<file path="src/rtl/usb_output.sv">
`default_nettype none
// ============================================================================
// Module   : usb_output
// Purpose  : Byte FIFO feeding the FT245 parallel write port (TXE#, WR),
//            with setup / strobe / recovery timing around each write.
// Option   : USB_TX_COUNT_EN adds the 16-bit bytes_sent counter port.
// Revision : 1.0  initial release
// ============================================================================
module usb_output #(
  parameter int DEPTH_LOG2     = 4,
  parameter int SETUP_CYCLES   = 1,
  parameter int WR_CYCLES      = 2,
  parameter int RECOVER_CYCLES = 4
) (
  input  logic       clock,
  input  logic       reset,
  input  logic [7:0] in,
  input  logic       newin,
  output logic       full,
  output logic       overflow,
  output logic       idle,
  output logic [7:0] data_out,
  output logic       data_oe,
  input  logic       txe,
  output logic       wr
`ifdef USB_TX_COUNT_EN
  ,
  output logic [15:0] bytes_sent
`endif
);

  localparam int                  DEPTH        = 2 ** DEPTH_LOG2;
  localparam logic [DEPTH_LOG2:0] COUNT_FULL   = {1'b1, {DEPTH_LOG2{1'b0}}};
  localparam logic [7:0]          SETUP_LOAD   = 8'(SETUP_CYCLES - 1);
  localparam logic [7:0]          WR_LOAD      = 8'(WR_CYCLES - 1);
  localparam logic [7:0]          RECOVER_LOAD = 8'(RECOVER_CYCLES - 1);

  typedef enum logic [1:0] {
    S_IDLE    = 2'd0,
    S_SETUP   = 2'd1,
    S_STROBE  = 2'd2,
    S_RECOVER = 2'd3
  } state_t;

  // TXE# comes straight from the FT245 pin, so it is double-registered
  logic txe_meta;
  logic txe_s;

  always_ff @(posedge clock) begin
    txe_meta <= txe;
    txe_s    <= txe_meta;
  end

  logic [7:0]            mem [DEPTH];
  logic [DEPTH_LOG2-1:0] wr_ptr;
  logic [DEPTH_LOG2-1:0] rd_ptr;
  logic [DEPTH_LOG2:0]   count;
  logic                  push;
  logic                  pop;

  assign full = (count == COUNT_FULL);
  assign push = newin & ~full;

  always_ff @(posedge clock) begin
    if (push) begin
      mem[wr_ptr] <= in;
    end
  end

  always_ff @(posedge clock) begin
    if (reset) begin
      wr_ptr   <= '0;
      rd_ptr   <= '0;
      count    <= '0;
      overflow <= 1'b0;
    end else begin
      if (push) begin
        wr_ptr <= wr_ptr + 1'b1;
      end
      if (pop) begin
        rd_ptr <= rd_ptr + 1'b1;
      end
      case ({push, pop})
        2'b10:   count <= count + 1'b1;
        2'b01:   count <= count - 1'b1;
        default: count <= count;
      endcase
      if (newin && full) begin
        overflow <= 1'b1;
      end
    end
  end

  state_t     state;
  state_t     state_nxt;
  logic [7:0] timer;
  logic [7:0] timer_nxt;
  logic       wr_nxt;
  logic       oe_nxt;
  logic [7:0] dout_nxt;

  always_ff @(posedge clock) begin
    if (reset) begin
      state    <= S_IDLE;
      timer    <= '0;
      wr       <= 1'b0;
      data_oe  <= 1'b0;
      data_out <= '0;
    end else begin
      state    <= state_nxt;
      timer    <= timer_nxt;
      wr       <= wr_nxt;
      data_oe  <= oe_nxt;
      data_out <= dout_nxt;
    end
  end

  always_comb begin
    state_nxt = state;
    timer_nxt = timer;
    wr_nxt    = wr;
    oe_nxt    = data_oe;
    dout_nxt  = data_out;
    pop       = 1'b0;
    case (state)
      S_IDLE: begin
        wr_nxt = 1'b0;
        oe_nxt = 1'b0;
        if ((count != '0) && !txe_s) begin
          dout_nxt  = mem[rd_ptr];
          oe_nxt    = 1'b1;
          timer_nxt = SETUP_LOAD;
          state_nxt = S_SETUP;
        end
      end
      S_SETUP: begin
        if (timer == 8'd0) begin
          wr_nxt    = 1'b1;
          timer_nxt = WR_LOAD;
          state_nxt = S_STROBE;
        end else begin
          timer_nxt = timer - 8'd1;
        end
      end
      S_STROBE: begin
        // TXE# is not consulted here: once WR is up the write always completes
        if (timer == 8'd0) begin
          wr_nxt    = 1'b0;
          pop       = 1'b1;
          timer_nxt = RECOVER_LOAD;
          state_nxt = S_RECOVER;
        end else begin
          timer_nxt = timer - 8'd1;
        end
      end
      S_RECOVER: begin
        // data_oe was still 1 on entry, giving one cycle of hold after WR falls
        oe_nxt = 1'b0;
        if (timer == 8'd0) begin
          state_nxt = S_IDLE;
        end else begin
          timer_nxt = timer - 8'd1;
        end
      end
      default: begin
        state_nxt = S_IDLE;
      end
    endcase
  end

  assign idle = (count == '0) && (state == S_IDLE);

`ifdef USB_TX_COUNT_EN
  always_ff @(posedge clock) begin
    if (reset) begin
      bytes_sent <= '0;
    end else if (pop) begin
      bytes_sent <= bytes_sent + 16'd1;
    end
  end
`endif

endmodule
`default_nettype wire

</file>
<file path="config.mk">
export PLATFORM = sky130hd
export DESIGN_NAME = usb_output
export DESIGN_NICKNAME = d
export VERILOG_FILES = /design/src/rtl/usb_output.sv
export SDC_FILE = /design/constraint.sdc
export NUM_CORES = 1
export LEC_CHECK = 0
export CORE_AREA = 4 4 117 119
export DETAILED_ROUTE_END_ITERATION = 16
export DIE_AREA = 0 0 121 123
export PLACE_DENSITY_LB_ADDON = 0.1
export SLEW_MARGIN = 20
export SYNTH_ARGS = -nofsm -noshare
export SYNTH_HDL_FRONTEND = slang
export SYNTH_SLANG_ARGS = --single-unit
</file>
<file path="constraint.sdc">
create_clock -name clock -period 2.4 [get_ports clock]
set_input_delay 0.24 -clock clock [delete_from_list [all_inputs] [get_ports clock]]
set_output_delay 0.24 -clock clock [all_outputs]
set_load 0.01 [all_outputs]
</file>
**After elaboration in Yosys (flattened, before gate mapping)**

Memories as Yosys holds them, arrays and structs flattened. A register that Yosys moved wholly into a read port is not among the register bits.
Cells that the tools add are included.

- Bits in latches: 0
- Memories: 1
- Register bits after elaboration: 28
- ROM bits: 0
- RAM bits: 128
- Logic and storage cells: 64
- Output and inout port bits: 13
- Input bits: 12

Memories:

| memory | words | width | read ports | clocked after Yosys merged registers in | wr ports | line | text |
|---|---|---|---|---|---|---|---|
| mem | 16 | 8 | 1 | 1 | 1 | 54 | `logic [7:0] mem [DEPTH];` |

- Eq/ne operators: 11
- $lt $le $gt $ge: 0
- Add/sub/neg operators: 5
- Mux-type cells: 20
- Reduce and logical (&&, ||, !) cells: 15
- Bitwise gates (word level): 2
- Div/mod/pow operators: 0
- Multipliers: 0
- Shift-type cells: 0

Operators by type and width:

| operator | count |
|---|---|
| 2-to-1 mux 8 bit | 4 |
| one-hot mux 8 bit (4 select lines) | 1 |
| inequality test 2 bit (second input constant) | 5 |
| one-hot mux 5 bit (2 select lines) | 1 |
| adder 4 x 1 -> 4 bit (second input constant) | 2 |
| logical NOT 8 bit | 1 |
| 2-to-1 mux 2 bit | 4 |
| one-hot mux 2 bit (4 select lines) | 1 |
| subtractor 8 x 1 -> 8 bit (second input constant) | 1 |
| 2-to-1 mux 1 bit | 7 |
| == test 2 bit (second input constant) | 3 |
| adder 5 x 1 -> 5 bit (second input constant) | 1 |
| == test 5 bit (second input constant) | 1 |
| logical NOT 5 bit | 1 |
| nonzero test 5 bit | 1 |
| subtractor 5 x 1 -> 5 bit (second input constant) | 1 |
| == test 2 x 1 -> 1 bit (second input constant) | 2 |
| AND reduction 2 bit | 2 |
| AND reduction 4 bit | 1 |
| nonzero test 2 bit | 2 |
| logical AND 1 bit | 3 |
| one-hot mux 1 bit (3 select lines) | 1 |
| AND reduction 3 bit | 1 |
| nonzero test 3 bit | 1 |
| 5 further kinds | 5 |

**Longest topological paths before layout**

- Depth in word-level cells: 5
- Depth in mapped cells: 12
- Gate-level depth less buffers: 11

**Worst setup path after synthesis**

OpenSTA, ideal clock, no wires.

- Path type: register to register
- From: register count[2]
- To: register count[2]
- Path buffers: 2
- Slack: -208 ps
- Data arrival time: 2538 ps
- Setup time: 70 ps
- Stages on the path, launching flop included: 13
- Required time: 2330 ps
- Clock period less this slack: 2608 ps
- Cells stage by stage: dfxtp_1 -> clkbuf_1 -> nor4_1 -> a21boi_1 -> inv_1 -> ha_1 -> clkbuf_1 -> xor2_1 -> ha_1 -> a21oi_1 -> xor2_1 -> or3_1 -> a21oi_1

- Word-level cells in the longest chain between the ends: 5
- Elaborated cells between the ends (all ways): 9
- Those cells by class: 2 x add/sub; 3 x eq/ne; 1 x mux; 2 x bitwise; 1 x reduce/logical

RTL lines:

| what | line | text |
|---|---|---|
| start, declared | 57 | `logic [DEPTH_LOG2:0] count;` |
| start signal, assigned | 84 | `2'b10: count <= count + 1'b1;` |
| start signal, assigned | 85 | `2'b01: count <= count - 1'b1;` |
| start signal, assigned | 86 | `default: count <= count;` |
| == test 5 bit | 61 | `assign full = (count == COUNT_FULL);` |
| NOT 1 bit | 62 | `assign push = newin & ~full;` |
| AND 1 bit | 62 |  |
| == test 2 x 1 -> 1 bit or == test 2 bit (tied branches) | 83 | `case ({push, pop})` |
| one-hot mux 5 bit (2 select lines) or nonzero test 2 bit (tied branches) | -- |  |

Several ways; a longest one is shown, not always the timed one.
A chain may end at the register's enable or synchronous reset.

**Final worst setup path**

- From: register timer[1]
- To: register count[2]

- Word-level cells in the longest chain between the ends: 5
- Elaborated cells between the ends (all ways): 7
- Those cells by class: 2 x eq/ne; 3 x mux; 2 x reduce/logical

RTL lines:

| what | line | text |
|---|---|---|
| start, declared | 96 | `logic [7:0] timer;` |
| start signal, assigned | 111 | `timer <= timer_nxt;` |
| logical NOT 8 bit * | 147 | `if (timer == 8'd0) begin` |
| 2-to-1 mux 1 bit * | 147 |  |
| 2-to-1 mux 1 bit * | 125 | `case (state)` |
| via pop | 59 | `logic pop;` |
| == test 2 x 1 -> 1 bit or == test 2 bit (tied branches) | 83 |  |
| one-hot mux 5 bit (2 select lines) or nonzero test 2 bit (tied branches) | -- |  |

The timed path passes the listed nets; every way through them passes the cells marked *.

==> metrics.md <==
| Metric | Value |
|---|---|
| Worst Hold Margin | `0.265 ns` |
| IO Count | `25` |
| CP max FO | `6` |
| CTS sink count | `164` |
| Routability cong. | `0.818` |
| Post-Synth Adder-Cell Area | `2.76%` |
| Leak | `2.85 nW` |
| Finished Cell Area | `0.00825 mm2` |
| Global route total overflow | `0` |
| Synthesized area | `0.00680 mm2` |
| Flops & latches, synth | `164` |
| Worst VDD drop | `0.771 mV` |
| Fin. Hold Viols | `0` |
| Netlist cell types | `50` |
| # rows | `41` |
| Crit. End Element | `flop` |
| TritonCTS buffer count | `17` |
| Post-route DRC | `0` |
| Status | `finished, final reports clean` |
| Async SR Flop Fraction | `0%` |
| Average size of a mapped cell | `15.9 um2` |
| Die area | `0.0149 mm2` |
| Initial antenna violation count | `0` |
| Final wirelength | `13300 um` |
| PD cells | `943 mW/mm2` |
| Post-DP HPWL | `8850 um` |
| Synth Net Count | `455` |
| Max_cap viols | `0` |
| Seq/Total Area, Yosys | `67.1%` |
| First-pass GRT wire length | `20900 um` |
| Chip height | `123 um` |
| Min-Delay Path Class | `primary input to flop` |
| CTS tree | `yes` |
| Port Buffers | `24` |
| Area share of and/or/nand/nor cells after synthesis | `7.36%` |
| Fillers | `919` |
| Startpoint types | `flop` |
| Worst slew margin | `41.9%` |
| Routed len/inst | `19.6 um` |
| WP data required | `2.76 ns` |
| Clock skew after layout | `0.00842 ns` |
| Clk slew on worst S/H paths | `0.06 ns` |
| Post-route ant nets | `0` |
| Critical Path AT | `2.65 ns` |
| Ys Warns | `0` |
| Die width | `121 um` |
| Vias in the first global route | `3848` |
| Synth Area in Compound Gates | `5.85%` |
| GRT Util Overall | `19.1%` |
| Nets | `522` |
| Clk_lat worst skew | `0.42 ns` |
| Root buffer cell | `clkbuf_16` |
| Vias per cell | `5.64` |
| H-tree depth | `4` |
| Post-CTS Hold Fix Bufs | `0` |
| Detailed Route Iter0 Violations | `292` |
| Syn Inst Count | `428` |
| Core Box Area | `0.0126 mm2` |
| Tightest Pin Transition | `0.869 ns` |
| Multiplexer share of the synthesized area | `13.7%` |
| Synth Area in XOR/XNOR | `1.16%` |
| Placed instance area | `0.00754 mm2` |
| Area growth from synthesis to layout | `21.3%` |
| Via count | `3835` |
| TritonRoute pass-1 iters | `4` |
| Post-synth top flop | `edfxtp_1` |
| Share of cells above drive strength 1 | `28.0%` |
| Fin. max-slew vios | `0` |
| Final setup fails | `0` |
| F_max | `0.436 GHz` |
| Final cycle utilization of the critical path | `95.6%` |
| Largest family of logic cells by synthesized area | `multiplexers` |
| Min cycle time layout | `2.29 ns` |
| Number of flops mapped to enable cells by yosys | `128` |
| Initial core utilization | `54.1%` |
| ANT cells | `0` |
| Clk buf depth | `2` |
| Pin count of the biggest net entering global routing | `26` |
| Critical path type | `flop to flop` |
[critical path, cell delays in order, from the launching register on]
cell,delay (ns)
dfxtp_2,0.32
inv_2,0.07
ha_4,0.14
nor3b_4,0.20
and3_4,0.25
ha_4,0.19
xor2_2,0.16
ha_2,0.22
a21oi_2,0.04
xor2_1,0.17
or3_1,0.36
a21oi_2,0.12
[stage by stage]
stage                     TNS (ns)  worst slack [ns]  std cells  util, %  total power, W
after detailed placement   -0.0415           -0.0250        645     60.0         0.00502
after global placement           0            0.0388        645     60.0         0.00499
after CTS                        0            0.0414        677     64.8         0.00773
final                            0             0.105        680     65.6         0.00778
after global routing       -0.0382           -0.0382        680     65.6         0.00814
after floorplan                  0           0.00512        428        -         0.00434
[flip-flops by register name (all words and copies together), names as in the netlist]
name      cells
txe_meta      1
data_oe       1
txe_s         1
rd_ptr        4
wr            1
timer         8
mem         128
wr_ptr        4
state         2
data_out      8
overflow      1
count         5
[power by group]
part	internal (W)	switching [W]
clock	0.00156	0.00115
sequential	0.00324	0.000139
combinational	0.000847	0.000850
total	0.00564	0.00214
[cells in the mapped netlist (all sizes together), types with 5 or more instances]
cell	instances	area, um2
edfxtp	128	3840
and3	6	37.5
a221o	10	100
xor2	7	61.3
nand2b	6	37.5
ha	15	188
buf	11	47.5
nand3	6	30.0
nor3	10	55.1
nor2	37	139
mux2i	12	120
o21ai	5	25.0
clkbuf	11	41.3
mux4	32	721
mux2	8	90.1
nand2	15	56.3
dfxtp	36	721
a21oi	9	45.0
inv	14	52.6
[final timing paths]
kind,from,end,slack [ns],cells after the start
setup reg to reg,timer[1],count[2],0.11,11
setup / recovery,timer[1],count[2],0.11,11
hold reg to reg,txe_meta,txe_s,0.33,0
hold / removal,txe,txe_meta,0.26,1
[timing repair]
action,CTS,global route
endpoints found under the setup margin,4,3
gates cloned,0,0
pin swaps,0,8
resized for setup,3,19
setup buffers,0,3
[kinds of logic after synthesis]
| logic type | after synthesis |
|---|---|
| buf+inv | 36 |
| mux | 52 |
| simple gates | 100 |
| xor+xnor | 9 |
| compound gates | 52 |
| flops | 164 |
| fa+ha+maj | 15 |
[layout make-up]
type | count | area [um2] | area share (%)
multi-input combinational | 228 | 2210 | 26.7
timing repair buffer | 70 | 611 | 7.40
clock buffer | 17 | 425 | 5.16
clock inverter | 15 | 170 | 2.06
sequential | 164 | 4570 | 55.4
inverter | 14 | 52.6 | 0.637
tap | 172 | 215 | 2.61
[placed cells by master, fill, tap and decap left out, drive strengths merged, types with 7 or more instances in the layout]
| cell | netlist | layout |
|---|---|---|
| nor2 | 37 | 37 |
| a221o | 10 | 10 |
| a21oi | 9 | 9 |
| nand2 | 15 | 15 |
| xor2 | 7 | 7 |
| mux4 | 32 | 32 |
| clkbuf | 11 | 17 |
| ha | 15 | 15 |
| edfxtp | 128 | 128 |
| inv | 14 | 20 |
| dfxtp | 36 | 36 |
| mux2i | 12 | 12 |
| clkdlybuf4s50 | 0 | 23 |
| mux2 | 8 | 8 |
| nor3 | 10 | 10 |
| buf | 11 | 46 |
[routing by layer]
metal | part of all wire, % | GRT usage [%] | vias up
met2 | 49 | 29.0 | 84
li1 | - | - | 1816
met3 | 4.0 | 4.25 | 13
met1 | 45 | 26.7 | 1922
met5 | 0 | 0 | -
met4 | 1.4 | 8.29 | 0
Note: power is estimated with default switching activity, not from simulation.
